## src/rtl/pad_block_sequencer_if.sv

```systemverilog
// Message-word input and rate-block output handshake of the SHA-3 front-end sequencer.
// The master drives message words and f_ack. The slave is the sequencer.
interface pad_block_sequencer_if #(parameter int RATE_WORDS = 18);
  logic [31:0]              in;
  logic                     in_ready;
  logic                     is_last;
  logic [1:0]               byte_num;
  logic                     buffer_full;
  logic [32*RATE_WORDS-1:0] out;
  logic                     out_ready;
  logic                     f_ack;

  modport master (
    output in, in_ready, is_last, byte_num, f_ack,
    input  buffer_full, out, out_ready
  );

  modport slave (
    input  in, in_ready, is_last, byte_num, f_ack,
    output buffer_full, out, out_ready
  );
endinterface

```

## src/rtl/pad_block_sequencer.sv

```systemverilog
// Assembles 32-bit message words into rate blocks, applies SHA-3 padding (0x06..0x80),
// and holds each complete block until the permutation acknowledges it.
//
// state     | meaning
// ----------+----------------------------------------------------------------
// ST_ACCEPT | taking message words; a full block waits here for f_ack
// ST_PAD    | last word seen; fill remaining slots with zeros / final 0x80
// ST_DONE   | final padded block handed off; idle until reset
module pad_block_sequencer #(
  parameter int RATE_WORDS = 18
) (
  input logic clk,
  input logic reset,
  pad_block_sequencer_if.slave bus
);
  localparam int CW = $clog2(RATE_WORDS + 1);
  localparam int BW = 32 * RATE_WORDS;

  typedef enum logic [1:0] {ST_ACCEPT, ST_PAD, ST_DONE} state_t;

  state_t          state_q, state_d;
  logic [CW-1:0]   count_q, count_d;
  logic [BW-1:0]   block_q, block_d;
  logic            full, last_slot;
  logic            shift_en;
  logic [31:0]     shift_word;
  logic [31:0]     pad_word;

  assign full      = (count_q == CW'(RATE_WORDS));
  assign last_slot = (count_q == CW'(RATE_WORDS - 1));

  // Domain byte 0x06 goes right after the valid bytes of the final word.
  always_comb begin
    pad_word = 32'h0600_0000;
    case (bus.byte_num)
      2'd0:    pad_word = 32'h0600_0000;
      2'd1:    pad_word = {bus.in[31:24], 24'h06_0000};
      2'd2:    pad_word = {bus.in[31:16], 16'h0600};
      default: pad_word = {bus.in[31:8], 8'h06};
    endcase
  end

  always_comb begin
    state_d    = state_q;
    count_d    = count_q;
    block_d    = block_q;
    shift_en   = 1'b0;
    shift_word = 32'h0;
    case (state_q)
      ST_ACCEPT: begin
        if (full) begin
          if (bus.f_ack) count_d = '0;
        end else if (bus.in_ready) begin
          shift_en = 1'b1;
          if (bus.is_last) begin
            shift_word = pad_word | (last_slot ? 32'h0000_0080 : 32'h0);
            state_d    = ST_PAD;
          end else begin
            shift_word = bus.in;
          end
        end
      end
      ST_PAD: begin
        if (full) begin
          if (bus.f_ack) begin
            count_d = '0;
            state_d = ST_DONE;
          end
        end else begin
          shift_en   = 1'b1;
          shift_word = last_slot ? 32'h0000_0080 : 32'h0;
        end
      end
      ST_DONE: state_d = ST_DONE;
      default: state_d = ST_ACCEPT;
    endcase
    if (shift_en) begin
      block_d = {block_q[BW-33:0], shift_word};
      count_d = count_q + CW'(1);
    end
  end

  always_ff @(posedge clk) begin
    if (reset) begin
      state_q <= ST_ACCEPT;
      count_q <= '0;
      block_q <= '0;
    end else begin
      state_q <= state_d;
      count_q <= count_d;
      block_q <= block_d;
    end
  end

  assign bus.out         = block_q;
  assign bus.out_ready   = full && (state_q != ST_DONE);
  assign bus.buffer_full = (state_q != ST_ACCEPT) || full;
endmodule

```

## src/flat_wrapper.sv

```systemverilog
// flat-port wrapper written by rule: the top's interface ports become plain ports
module pad_block_sequencer_flat 
#(
  parameter int RATE_WORDS = 18
)
  (clk, reset, bus_in, bus_in_ready, bus_is_last, bus_byte_num, bus_f_ack, bus_buffer_full, bus_out, bus_out_ready);
  pad_block_sequencer_if #(.RATE_WORDS(RATE_WORDS)) bus_i ();
  input logic clk;
  input logic reset;
  input wire logic [$bits(bus_i.in)-1:0] bus_in;
  input wire logic [$bits(bus_i.in_ready)-1:0] bus_in_ready;
  input wire logic [$bits(bus_i.is_last)-1:0] bus_is_last;
  input wire logic [$bits(bus_i.byte_num)-1:0] bus_byte_num;
  input wire logic [$bits(bus_i.f_ack)-1:0] bus_f_ack;
  output wire logic [$bits(bus_i.buffer_full)-1:0] bus_buffer_full;
  output wire logic [$bits(bus_i.out)-1:0] bus_out;
  output wire logic [$bits(bus_i.out_ready)-1:0] bus_out_ready;
  assign bus_i.in = bus_in;
  assign bus_i.in_ready = bus_in_ready;
  assign bus_i.is_last = bus_is_last;
  assign bus_i.byte_num = bus_byte_num;
  assign bus_i.f_ack = bus_f_ack;
  assign bus_buffer_full = bus_i.buffer_full;
  assign bus_out = bus_i.out;
  assign bus_out_ready = bus_i.out_ready;
  pad_block_sequencer #(.RATE_WORDS(RATE_WORDS)) u_core (.clk(clk), .reset(reset), .bus(bus_i));
endmodule
```

## config.mk

```make
export PLATFORM = sky130hd
export DESIGN_NAME = pad_block_sequencer_flat
export DESIGN_NICKNAME = d
export VERILOG_FILES = /design/src/rtl/pad_block_sequencer_if.sv /design/src/rtl/pad_block_sequencer.sv /design/src/flat_wrapper.sv
export SDC_FILE = /design/constraint.sdc
export NUM_CORES = 1
export LEC_CHECK = 0
export CAP_MARGIN = 5
export CORE_MARGIN = 2
export CORE_UTILIZATION = 30
export CTS_CLUSTER_SIZE = 30
export DETAILED_ROUTE_END_ITERATION = 10
export DONT_BUFFER_PORTS = 1
export HOLD_SLACK_MARGIN = 0.03
export PLACE_DENSITY_LB_ADDON = 0.25
export SYNTH_ARGS = -nofsm -noshare
export SYNTH_HDL_FRONTEND = slang
export SYNTH_SLANG_ARGS = --single-unit
```

## constraint.sdc

```tcl
create_clock -name clk -period 2.8 [get_ports clk]
set_input_delay 0.28 -clock clk [delete_from_list [all_inputs] [get_ports clk]]
set_output_delay 0.28 -clock clk [all_outputs]
set_load 0.005 [all_outputs]
```

Word-level counts from Yosys, hierarchy flattened
Index checks and enable logic that the tools add are counted.
- add/subtract/negate cells: 1
- eq/ne operators: 12
- muxes and demuxes: 21
- bitwise gates (word level): 1
- reductions and logical operators: 11
- operators with widths (kind ; number):
    2-to-1 mux 32 bit ; 4
    one-hot mux 32 bit (3 select lines) ; 1
    one-hot mux 32 bit (2 select lines) ; 1
    OR 32 x 8 -> 32 bit ; 1
    2-to-1 mux 5 bit ; 4
    equality test 5 bit (second input constant) ; 2
    2-to-1 mux 2 bit ; 5
    != test 2 bit (second input constant) ; 5
    2-to-1 mux 8 bit ; 1
    nonzero test 2 bit ; 4
    one-hot mux 2 bit (3 select lines) ; 1
    adder 5 x 1 -> 5 bit (second input constant) ; 1
    AND reduction 5 bit ; 1
    equality test 2 x 1 -> 1 bit (second input constant) ; 2
    equality test 2 bit (second input constant) ; 2
    zero test 2 bit ; 2
    2-to-1 mux 1 bit ; 3
    AND reduction 3 bit ; 1
    != test 2 x 1 -> 1 bit (second input constant) ; 1
    one-hot mux 1 bit (2 select lines) ; 1
    OR reduction 2 bit ; 1
    logical AND 1 bit ; 1
    logical OR 1 bit ; 1
- register bits: 583
- input port bits: 39
- output and inout port bits: 578
- word-level logic and storage cells: 49

Depth between registers and ports, before layout
- word-level depth: 7
- gate-level depth with buffers: 11
- gate-level depth less buffers: 6

Worst setup path before layout
OpenSTA, ideal clock, no wires.
- kind: register to register
- from: register u_core.count_q[0]
- to: register u_core.block_q[116] (netlist: u_core.bus.out[116])
- setup time: 0.132 ns
- data arrival time: 1.806 ns
- data required time: 2.668 ns
- slack: 0.862 ns
- stages on the path, launching flop included: 12
- path buffers: 5
- period minus slack after synthesis: 1.938 ns
- cells stage by stage: dfxtp_1 -> inv_1 -> ha_1 -> and4bb_1 -> buf_4 -> or2_1 -> clkbuf_1 -> buf_6 -> buf_6 -> buf_6 -> nand2_1 -> a21oi_1
- word-level cells in the longest chain between the ends: 3
- elaborated cells on any way between the ends: 4
- those cells by class: eq/ne (1); mux (3)
- ends and longest elaborated chain (what ; RTL line ; source):
    from (decl) ; pad_block_sequencer.sv:22 ; logic [CW-1:0] count_q, count_d;
    from (signal assigned) ; pad_block_sequencer.sv:90 ; count_q <= count_d;
    equality test 5 bit (*) ; pad_block_sequencer.sv:29 ; assign full = (count_q == CW'(RATE_WORDS));
    2-to-1 mux 1 bit (on tied branches) ; pad_block_sequencer.sv:64, pad_block_sequencer.sv:51 ;
    one-hot mux 1 bit (2 select lines) (*) ; pad_block_sequencer.sv:49 ; case (state_q)
    to (signal assigned) ; pad_block_sequencer.sv:91 ; block_q <= block_d;
    to (decl) ; pad_block_sequencer.sv:23 ; logic [BW-1:0] block_q, block_d;
Every way passes the cells marked *; elsewhere a longest branch is shown, timed or not.
A chain may end at the register's enable or synchronous reset.

Worst setup path in the final report
- from: register u_core.state_q[0]
- to: register u_core.block_q[336] (netlist: u_core.bus.out[336])
- word-level cells in the longest chain between the ends: 2
- elaborated cells on any way between the ends: 3
- those cells by class: eq/ne (1); mux (1); reduce/logical (1)
- ends and longest elaborated chain (what ; RTL line ; source):
    from (decl) ; pad_block_sequencer.sv:21 ; state_t state_q, state_d;
    from (signal assigned) ; pad_block_sequencer.sv:89 ; state_q <= state_d;
    equality test 2 x 1 -> 1 bit or zero test 2 bit (tied branches) ; pad_block_sequencer.sv:49 ;
    one-hot mux 1 bit (2 select lines) (*) ; pad_block_sequencer.sv:49 ;
Marks and branches as above.

==> metrics <==
HP Class=input port to register; Max Fclk=between 300 and 400 MHz; WP data required=between 3 and 4 ns; Syn. warnings=0; largest net degree at the start of global routing=between 500 and 600; Final TNS setup=0 ns; max_cap viols=0; LEAKAGE=between 8 and 9 nW; Cell variety after synth=37; top cells by count, synth=nand2_1, dfxtp_1, a21oi_1, clkbuf_1, buf_2; cell area after layout=0.0246 mm²; DRT Pass-1 Iters=6; final core utilization=36.6%; fin crit period=about 2.7 ns; worst skew pair latency=roughly 0.59 ns; register area share after synthesis=57.1%; placer congestion estimate=~0.87; Setup Skew=0.0216 ns; CP max stage delay=0.58 ns; number of synthesized register bits=slightly below 600; cells after synthesis=2543; top cell type's share of synthesized area=between 50 and 60%; Post-synth EDFFs=0; Critical Path Source Type=register; via count=roughly 17000; largest area contributor in the netlist=dfxtp_1; setup violators final=0; io pins=617; CTS Sinks=around 600; Detailed Route Iter0 Violations=around 1500; Pins Over Slew Limit=0; CTS max path bufs=3; endpoint class of the critical path=register; Post-synth top flop=dfxtp_1; total chip power=21.6 mW; slowest CP cell=dlygate4sd3_1; mapped cell area=a little over 0.02 mm²; Core ar.=~0.067 mm²; Syn Nets=roughly 2600; Worst-path clk slew=0.06 ns; status=complete, but fails checks; number of global-route vias before repair=around 16000; placed cells=between 3000 and 4000; Starting Density=a little under a third; post-route insts no fill=3525; critical path cell sequence=inv_1, ha_1, a21oi_2, or2_4, buf_12, buf_12, nand2_1, a21oi_1, dlygate4sd3_1; register-to-register setup slack=roughly 0.083 ns; Final ANT Viol Nets=0; GRT Overall Usage=approximately a fifth; failing checks=negative hold slack; row cnt=95; layout cells sized above 1=under 10%; die height=~270 µm; reg2reg start=u_core.state_q[0]$_SDFFE_PP0P_; period utilization=a little over nine tenths; peak supply drop=a little over 0.5 mV; total CTS buffers=67; critical path class=register to register; Worst Setup SP=u_core.state_q[0]$_SDFFE_PP0P_; hpwl dp=about 52000 µm; most frequent cell after synthesis=nand2_1; Min Hold Slack=-0.199 ns; Slew Limit Headroom=approximately 26%; Port Buf Inserts=0; synth top area cells=dfxtp_1, nand2_1, a21oi_1; dpl ws=0.408 ns; final worst slack=0.0829 ns; CP most frequent cell=buf_12; CTS H-Tree Depth=3; Post-Route WL=roughly 74000 µm; wire length per cell=between 20 and 25 µm; Die X=265 µm; first-pass GRT wire length=107000 µm; DRC viols=0; CTS tree=built; Die Area=approximately 0.070 mm²; worst-path maximum fanout=35; P per Cell Area=about 880 mW/mm²; gr ovfl total=0; post-synthesis average cell area=~8 µm²; hold wc startpoint=reset; Worst Max-Slew Pin Slew=approximately 1.1 ns; placed instance area=0.0210 mm²; crit path DAT=3.26 ns; initial antenna violation count=0; Final #Nets=roughly 2700; area delta synth->final=20.2%; hold violation count in the final report=30; Async SR Flop Fraction=0%; clock tree root buffer cell=clkbuf_16; vias per inst=approximately 5
[layout make-up]
class / instances / area [µm²]
clock inverter: 16 / 160
timing repair buffer: 184 / 1990
sequential: 583 / 11700
antenna: 1 / 2.50
inverter: 5 / 18.8
fill: 7025 / 42700
tap: 873 / 1090
multi-input combinational: 1764 / 7640
clock buffer: 99 / 2010
[placed cells by master (no fill, tap or decap), types with 4 or more instances in the layout]
cell type and count:
clkbuf_1 14, o21ai_0 8, ha_1 7, a22oi_1 24
dfxtp_1 582, nor2b_1 4, clkbuf_8 15, a21oi_1 553
buf_12 19, nor2_1 29, nor3_1 8, inv_6 4
nand2b_1 4, clkinv_2 6, dlygate4sd3_1 138, inv_1 5
clkbuf_16 71, buf_4 24, nand2_1 1099
[critical path, delay by kind of cell, from the launching register on]
kind | cells | cell delay, ns
simple gates | 2 | 0.37
flops | 1 | 0.36
buf+inv | 4 | 1.15
compound gates | 2 | 0.42
fa+ha+maj | 1 | 0.29
[sequential cells by signal, summed over array words and instances (netlist names)]
name            count
u_core.bus.out    576
u_core.count_q      5
u_core.state_q      2
[timing repair]
item / 4_1_cts / 5_1_grt
hold buffers: 104 / 34
endpoints found under the hold margin: 583 / 319
setup buffers: 0 / 1
endpoints found under the setup margin: 0 / 72
resized for setup: 0 / 6
[path summary, 6_finish.rpt]
check                                                         to  depth (start not counted)
worst max-delay path            u_core.bus.out[336]$_SDFFE_PP0P_                          9
worst max register to register  u_core.bus.out[336]$_SDFFE_PP0P_                          9
worst min-delay path            u_core.bus.out[570]$_SDFFE_PP0P_                          1
worst min register to register  u_core.bus.out[552]$_SDFFE_PP0P_                          2
[power breakdown]
part	internal, mW	total [mW]	switching [mW]
logic	1.19	4.17	2.98
clock network	5.09	8.66	3.57
registers	8.48	8.73	0.246
[cells by family (layout without fill, tap and decap cells)]
| family | after synthesis | after routing | share of synthesized area (%) |
|---|---|---|---|
| buf+inv | 196 | 304 | 5.63 |
| simple gates | 1158 | 1158 | 21.7 |
| mux | 5 | 5 | 0.257 |
| xor+xnor | 1 | 1 | 0.0428 |
| fa+ha+maj | 7 | 7 | 0.428 |
| other cells | 0 | 1 | 0 |
| flops | 583 | 583 | 57.1 |
| compound gates | 593 | 593 | 14.9 |
[routing by layer]
metal,wire length (µm),global-route usage [%],vias to the layer above
met3,8800,9.69,119
met1,27000,21.1,8282
met5,0,0,-
met2,36300,34.1,672
met4,2000,6.57,0
li1,-,-,8357
Power figures use the tool's default switching activity.
